**src/rtl/serial_add_pkg.sv**
```systemverilog
// Shared types for the bit-serial add/subtract sequencer.
package serial_add_pkg;
    typedef enum logic [1:0] {
        IDLE = 2'd0,
        RUN  = 2'd1,
        DONE = 2'd2
    } state_t;
endpackage

```
**src/rtl/serial_add_ctrl_if.sv**
```systemverilog
// Request/result bundle between a client and the serial adder.
interface serial_add_ctrl_if #(parameter int WIDTH = 8);
    logic             start;
    logic             sub;
    logic [WIDTH-1:0] a;
    logic [WIDTH-1:0] b;
    logic             cin;
    logic             busy;
    logic             done;
    logic [WIDTH-1:0] sum;
    logic             cout;
    logic             ovf;

    modport master (output start, sub, a, b, cin, input busy, done, sum, cout, ovf);
    modport slave  (input start, sub, a, b, cin, output busy, done, sum, cout, ovf);
endinterface

```
**src/rtl/serial_add_ctrl_fa_cell.sv**
```systemverilog
// One-bit full adder; the single arithmetic resource time-shared by the sequencer.
module fa_cell (
    input  logic cin,
    input  logic a,
    input  logic b,
    output logic r,
    output logic cout
);
    assign r    = a ^ b ^ cin;
    assign cout = (a & b) | (cin & (a ^ b));
endmodule

```
**src/rtl/serial_add_ctrl.sv**
```systemverilog
// WIDTH-bit add/subtract computed LSB first through one full-adder cell,
// one bit per clock, with carry-out, signed overflow and a done pulse.
module serial_add_ctrl
    import serial_add_pkg::*;
#(
    parameter int WIDTH = 8
) (
    input  logic             clk,
    input  logic             rst_n,
    serial_add_ctrl_if.slave bus
);
    localparam int CNT_W = $clog2(WIDTH);

    state_t           state, nxt;
    logic [CNT_W-1:0] cnt;
    logic [WIDTH-1:0] a_sr, b_sr, sum_sr;
    logic             carry, c_msb, cout_r, ovf_r;
    logic             fa_r, fa_co;
    logic             accept, last;

    fa_cell u_fa (
        .cin  (carry),
        .a    (a_sr[0]),
        .b    (b_sr[0]),
        .r    (fa_r),
        .cout (fa_co)
    );

    assign accept = (state == IDLE || state == DONE) && bus.start;
    assign last   = (cnt == CNT_W'(WIDTH - 1));

    always_comb begin
        nxt = state;
        case (state)
            IDLE:    if (bus.start) nxt = RUN;
            RUN:     if (last) nxt = DONE;
            DONE:    nxt = bus.start ? RUN : IDLE;
            default: nxt = IDLE;
        endcase
    end

    always_ff @(posedge clk or negedge rst_n) begin
        if (!rst_n) begin
            state  <= IDLE;
            cnt    <= '0;
            a_sr   <= '0;
            b_sr   <= '0;
            sum_sr <= '0;
            carry  <= 1'b0;
            c_msb  <= 1'b0;
            cout_r <= 1'b0;
            ovf_r  <= 1'b0;
        end else begin
            state <= nxt;
            if (accept) begin
                // Subtract is a + ~b + 1; the +1 rides in on the initial carry.
                a_sr  <= bus.a;
                b_sr  <= bus.sub ? ~bus.b : bus.b;
                carry <= bus.sub ? 1'b1 : bus.cin;
                cnt   <= '0;
            end else if (state == RUN) begin
                sum_sr <= {fa_r, sum_sr[WIDTH-1:1]};
                a_sr   <= a_sr >> 1;
                b_sr   <= b_sr >> 1;
                carry  <= fa_co;
                // Carry produced by bit WIDTH-2 is the carry into the MSB.
                if (cnt == CNT_W'(WIDTH - 2)) c_msb <= fa_co;
                if (last) begin
                    cout_r <= fa_co;
                    ovf_r  <= c_msb ^ fa_co;
                end else begin
                    cnt <= cnt + 1'b1;
                end
            end
        end
    end

    assign bus.busy = (state == RUN);
    assign bus.done = (state == DONE);
    assign bus.sum  = sum_sr;
    assign bus.cout = cout_r;
    assign bus.ovf  = ovf_r;
endmodule

```
**src/flat_wrapper.sv**
```systemverilog
// flat-port wrapper written by rule: the top's interface ports become plain ports
module serial_add_ctrl_flat import serial_add_pkg::*;
#(
    parameter int WIDTH = 8
)
  (clk, rst_n, bus_start, bus_sub, bus_a, bus_b, bus_cin, bus_busy, bus_done, bus_sum, bus_cout, bus_ovf);
  serial_add_ctrl_if #(.WIDTH(WIDTH)) bus_i ();
  input  logic clk;
  input  logic rst_n;
  input wire logic [$bits(bus_i.start)-1:0] bus_start;
  input wire logic [$bits(bus_i.sub)-1:0] bus_sub;
  input wire logic [$bits(bus_i.a)-1:0] bus_a;
  input wire logic [$bits(bus_i.b)-1:0] bus_b;
  input wire logic [$bits(bus_i.cin)-1:0] bus_cin;
  output wire logic [$bits(bus_i.busy)-1:0] bus_busy;
  output wire logic [$bits(bus_i.done)-1:0] bus_done;
  output wire logic [$bits(bus_i.sum)-1:0] bus_sum;
  output wire logic [$bits(bus_i.cout)-1:0] bus_cout;
  output wire logic [$bits(bus_i.ovf)-1:0] bus_ovf;
  assign bus_i.start = bus_start;
  assign bus_i.sub = bus_sub;
  assign bus_i.a = bus_a;
  assign bus_i.b = bus_b;
  assign bus_i.cin = bus_cin;
  assign bus_busy = bus_i.busy;
  assign bus_done = bus_i.done;
  assign bus_sum = bus_i.sum;
  assign bus_cout = bus_i.cout;
  assign bus_ovf = bus_i.ovf;
  serial_add_ctrl #(.WIDTH(WIDTH)) u_core (.clk(clk), .rst_n(rst_n), .bus(bus_i));
endmodule
```
**config.mk**
```make
export PLATFORM = sky130hd
export DESIGN_NAME = serial_add_ctrl_flat
export DESIGN_NICKNAME = d
export VERILOG_FILES = /design/src/rtl/serial_add_pkg.sv /design/src/rtl/serial_add_ctrl_if.sv /design/src/rtl/serial_add_ctrl_fa_cell.sv /design/src/rtl/serial_add_ctrl.sv /design/src/flat_wrapper.sv
export SDC_FILE = /design/constraint.sdc
export NUM_CORES = 1
export LEC_CHECK = 0
export ABC_AREA = 0
export CORE_MARGIN = 3
export CORE_UTILIZATION = 47
export CTS_BUF_LIST = sky130_fd_sc_hd__clkbuf_2 sky130_fd_sc_hd__clkbuf_4 sky130_fd_sc_hd__clkbuf_8
export CTS_CLUSTER_DIAMETER = 40
export DETAILED_ROUTE_END_ITERATION = 8
export MAX_ROUTING_LAYER = met4
export PLACE_DENSITY = 0.78
export SYNTH_ARGS = -nofsm -noshare
export SYNTH_HDL_FRONTEND = slang
export SYNTH_SLANG_ARGS = --single-unit
```
**constraint.sdc**
```tcl
create_clock -name clk -period 1.4 [get_ports clk]
set_input_delay 0.21 -clock clk [delete_from_list [all_inputs] [get_ports clk]]
set_output_delay 0.21 -clock clk [all_outputs]
set_load 0.01 [all_outputs]
```
# After elaboration in Yosys (flattened, before gate mapping)
# Cells that the tools add are included.
[totals] memories=0 register_bits=33 ramBits=0 latch_bits=0 elab_cells=49 rom_bits=0
[classes] n_lt_le_gt_ge=0 addsub=1 bitwise=8 n_shift=0 n_eq_ne=7 mux=15 n_reduce_logical=9 mul=0 div_mod_pow=0
[ops] cell="$mux 8" count=5
[ops] cell="$mux 3" count=3
[ops] cell="$not 8->8" count=1
[ops] cell="$eq 3x3->1 const B" count=2
[ops] cell="$pmux 2 s3" count=1
[ops] cell="$reduce_and 2->1" count=3
[ops] cell="$reduce_and 3->1" count=2
[ops] cell="$mux 1" count=4
[ops] cell="$mux 2" count=2
[ops] cell="$ne 2x1->1 const B" count=2
[ops] cell="$add 3x1->3 const B" count=1
[ops] cell="$xor 1x1->1" count=3
[ops] cell="$and 1x1->1" count=2
[ops] cell="$eq 2x1->1 const B" count=1
[ops] cell="$eq 2x2->1 const B" count=1
[ops] cell="$logic_not 2->1" count=1
[ops] cell="$ne 2x2->1 const B" count=1
[ops] cell="$reduce_bool 2->1" count=1
[ops] cell="$logic_and 1x1->1" count=1
[ops] cell="$logic_or 1x1->1" count=1
[ops] cell="$not 1->1" count=1
[ops] cell="$or 1x1->1" count=1

# Logic depth before layout (Yosys ltp)
[depth] ltp_word=5 mapped_depth=6 mapped_depth_nobuf=5

# Modules after synthesis
# Synthesis repeated with hierarchy kept, for this count alone.
[hier_totals] cells_unflattened=155 area_unflattened_um2=1562.7
[modules_own_cells] module="serial_add_ctrl" cells_per_inst=154 n_inst=1 seq_area_each_um2=825.8 area_each_um2=1542.7
[modules_own_cells] module="fa_cell" cells_per_inst=1 n_inst=1 seq_area_each_um2=0.0 area_each_um2=20.0

# Least setup slack after synthesis
# No wires, ideal clock.
[synth_timing] path_type="register to register" startpoint="reg u_core.cnt[0]" endpoint="reg u_core.cnt[0]" n_path_buf=0 arrival_ps=1242 period_less_slack_ps=1361 stages_incl_launch_ff=6 setup_slack_ps=39 path_cell_list="dfrtp_1 ha_1 ha_1 nor3b_2 xnor2_1 nor2_1"
[synth_via] elab_chain_len=4
[synth_lines] element="start, declared" line="serial_add_ctrl.sv:15" rtl="logic [CNT_W-1:0] cnt;"
[synth_lines] element="start signal, assigned" line="serial_add_ctrl.sv:72" rtl="cnt <= cnt + 1'b1;"
[synth_lines] element="$add 3x1->3" line="serial_add_ctrl.sv:72"
[synth_lines] element="$mux 3" line="serial_add_ctrl.sv:68" rtl="if (last) begin"
[synth_lines] element="$mux 3" line="serial_add_ctrl.sv:61" rtl="end else if (state == RUN) begin"
[synth_lines] element="$mux 3" line="serial_add_ctrl.sv:55" rtl="if (accept) begin"
# Parallel ways exist; a longest one is shown, timed or not. The select of a mux whose other input is x is not followed.
# A chain may end at the register's enable or synchronous reset.

# Worst setup path in the final report
# Same ends and word-level chain as after synthesis.

==> flow_metrics.env <==
export IMPL_dp_hpwl_mm=2.361
export IMPL_wl_met3_um=218
export IMPL_clock_skew_ns=0.009417
export IMPL_min_period_over_period_pct=96.04
export IMPL_finalHoldViolations=0
export IMPL_worstPathArrival_ns=1.58
export IMPL_dr_pass1_iters=4
export IMPL_syn_num_nets=184
export IMPL_syn_cell_area_mm2=0.001560
export IMPL_dr_total_vias=1270
export IMPL_yosys_area_top_type="dfrtp_1"
export IMPL_grt_pass1_wl_mm=5.423
export IMPL_worst_setup_path_start_kind="flop"
export IMPL_nets=225
export IMPL_final_common_cell="nand2_1"
export IMPL_setup_viol=0
export IMPL_min_period_ns=1.345
export IMPL_track_usage_pct=18.20
export IMPL_ys_async_sr_fraction_pct=100.0
export IMPL_maxCapViolCount=0
export IMPL_worstReg2RegStart="u_core.cnt[0]$_DFFE_PN0P_"
export IMPL_num_rows=20
export IMPL_ys_seq_area_share_pct=52.93
export IMPL_avgSynthCellArea_um2=9.813
export IMPL_hold_path_class="input pin to async pin"
export IMPL_place_congestion=0.8755
export IMPL_cp_max_fo=4
export IMPL_postSynthCellCount=159
export IMPL_diodes=0
export IMPL_drt_met1_wl_mm=1.284
export IMPL_cts_setup_buffers=0
export IMPL_power_total_w=0.004366
export IMPL_cts_sinks=33
export IMPL_core_area_mm2=0.003103
export IMPL_cts_buffers=5
export IMPL_antenna_found_initial=0
export IMPL_fill_cells=258
export IMPL_p_leak_nw=0.9837
export IMPL_io_buffer_count=32
export IMPL_detail_route_antenna_nets=0
export IMPL_ys_ff_latch=33
export IMPL_ys_flop_type="dfrtp_1"
export IMPL_reg2reg_to="u_core.cnt[0]$_DFFE_PN0P_"
export IMPL_reg2reg_depth=5
export IMPL_viasPerCell=5.184
export IMPL_ys_warnings_count=0
export IMPL_utilization_pct=67.14
export IMPL_final_cell_mix="48 x nand2_1, 32 x dfrtp_1, 20 x clkdlybuf4s50_1"
export IMPL_die_h_um=63.62
export IMPL_route_top_layer_used="met4"
export IMPL_clockBufferDepth=2
export IMPL_ys_types=30
export IMPL_clkTransAtPathRegs_ns=0.10
export IMPL_status="finished clean"
export IMPL_layout_drive_gt1_share_pct=16.92
export IMPL_post_drt_wl_per_cell_um=13.33
export IMPL_io_pins=33
export IMPL_overflow=0
export IMPL_cp_data_required_time_ns=1.64
export IMPL_power_density_mw_per_mm2=2096
export IMPL_rsz0062_at_grt="false"
export IMPL_synth_top_area_share_pct=52.93
export IMPL_slew_violations=0
export IMPL_fp_dieArea_mm2=0.004047
export IMPL_root_buffer="clkbuf_4"
export IMPL_tightestPinTransition_ns=0.2551
export IMPL_synth_area_leaders="dfrtp_1 53%, nand2_1 12%, a31oi_1 4.0%"
export IMPL_first_iter_violations=60
export IMPL_initial_core_util_pct=50.28
export IMPL_max_freq_mhz=743.7
export IMPL_syn2layout_area_growth_pct=33.52
export IMPL_routed_wl_mm=3.265
export IMPL_die_w_um=63.62
export IMPL_rrSetupSlack_ns=0.06
export IMPL_synth_edf_count=0
export IMPL_end_kind="flop"
export IMPL_drc_errors=0
export IMPL_grt_max_degree=34
export IMPL_relSlewSlack_pct=82.94
export IMPL_timing_worst_setup_path_type="flop to flop"
export IMPL_irDropWorstVdd_mv=1.312
export IMPL_cts_tree="yes"
export IMPL_dr_wl_met2_mm=1.699
export IMPL_h_tree_depth=2
export IMPL_grt_pass1_vias=1261
export IMPL_clkLatencyLatePin_ns=0.34
-- worst max-delay path by stage --
stage                           startpoint                    endpoint  slack [ns]  cells past startpoint
2_1_floorplan    u_core.cnt[0]$_DFFE_PN0P_   u_core.cnt[0]$_DFFE_PN0P_        0.04                      5
3_3_place_gp                     bus_start  u_core.a_sr[7]$_DFFE_PN0P_       -0.07                      5
3_5_place_dp                     bus_start  u_core.a_sr[7]$_DFFE_PN0P_       -0.18                      5
4_1_cts        u_core.state[0]$_DFFE_PN0P_                    bus_done        0.01                      2
5_1_grt          u_core.cnt[0]$_DFFE_PN0P_   u_core.cnt[0]$_DFFE_PN0P_       0.003                      5
6_report         u_core.cnt[0]$_DFFE_PN0P_   u_core.cnt[0]$_DFFE_PN0P_        0.06                      5
-- sequential cells by signal, indices dropped and copies added (netlist names) --
signal	count
u_core.a_sr	8
u_core.b_sr	8
u_core.bus.cout	1
u_core.bus.ovf	1
u_core.bus.sum	8
u_core.c_msb	1
u_core.carry	1
u_core.cnt	3
u_core.state	2
-- critical path: stages, from the launching register on --
cell     delay, ns
dfrtp_1       0.40
ha_1          0.23
ha_4          0.18
nor3b_4       0.22
xnor2_1       0.16
nor2_1        0.05
-- report_power, final --
part	leakage (nW)	total (W)	internal (W)	switching, W
Sequential	0.411	0.00166	0.00138	0.000279
Clock	0.0552	0.000889	0.000553	0.000336
Combinational	0.517	0.00181	0.000886	0.000927
Total	0.984	0.00437	0.00282	0.00154
-- cell families (layout without fill, tap and decap cells) --
family	Yosys count	count (layout)	synth area share [%]
AO/OA/AOI/OAI	24	24	10.18
buffers and inverters	12	54	4.891
flip-flops	33	33	52.93
multiplexers	2	2	1.684
AND/OR/NAND/NOR	74	74	21.01
adder cells (fa/ha/maj)	4	4	3.689
XOR/XNOR	10	10	5.613
-- through the flow --
stage               worst slack, ns  TNS, ns  hold slack, ns  instances  area [um^2]
finish                      0.05542        0          0.2239        245         2083
global route               0.003430        0          0.2291        245         2083
CTS                         0.01054        0          0.2231        245         2061
detailed placement          -0.1795   -1.735          0.4864        237         1969
global placement           -0.06802  -0.5635          0.4628        237         1969
floorplan                   0.03893        0        -0.08559        159         1560
-- what timing repair did --
item,4_1_cts,5_1_grt
hold buffers,0,0
endpoints found under the setup margin,16,13
gates resized for setup,19,6
pin swaps,1,0
-- per-layer routing --
layer / up-vias / track usage (%)
li1: 604 / -
met1: 610 / 19.49
met2: 50 / 30.64
met3: 6 / 5.526
met4: 0 / 8.625
met5: - / -
-- layout make-up --
type	count	area, um^2	area share (%)
clock inverters	3	65.06	3.123
multi-input cells	114	681.9	32.73
well taps	44	55.05	2.643
clock buffers	5	37.54	1.802
flip-flops and latches	33	827.0	39.70
inverters	2	10.01	0.4805
repair buffers	44	406.6	19.52
-- cells in the mapped netlist, types with 3 or more instances --
cell type	number
a21oi_1	5
a221o_1	4
a31oi_1	10
buf_2	4
buf_4	3
dfrtp_1	33
ha_1	3
nand2_1	48
nor2_1	16
o21ai_0	3
xnor2_1	5
xor2_1	5
Note: power is estimated with default switching activity, not from simulation.
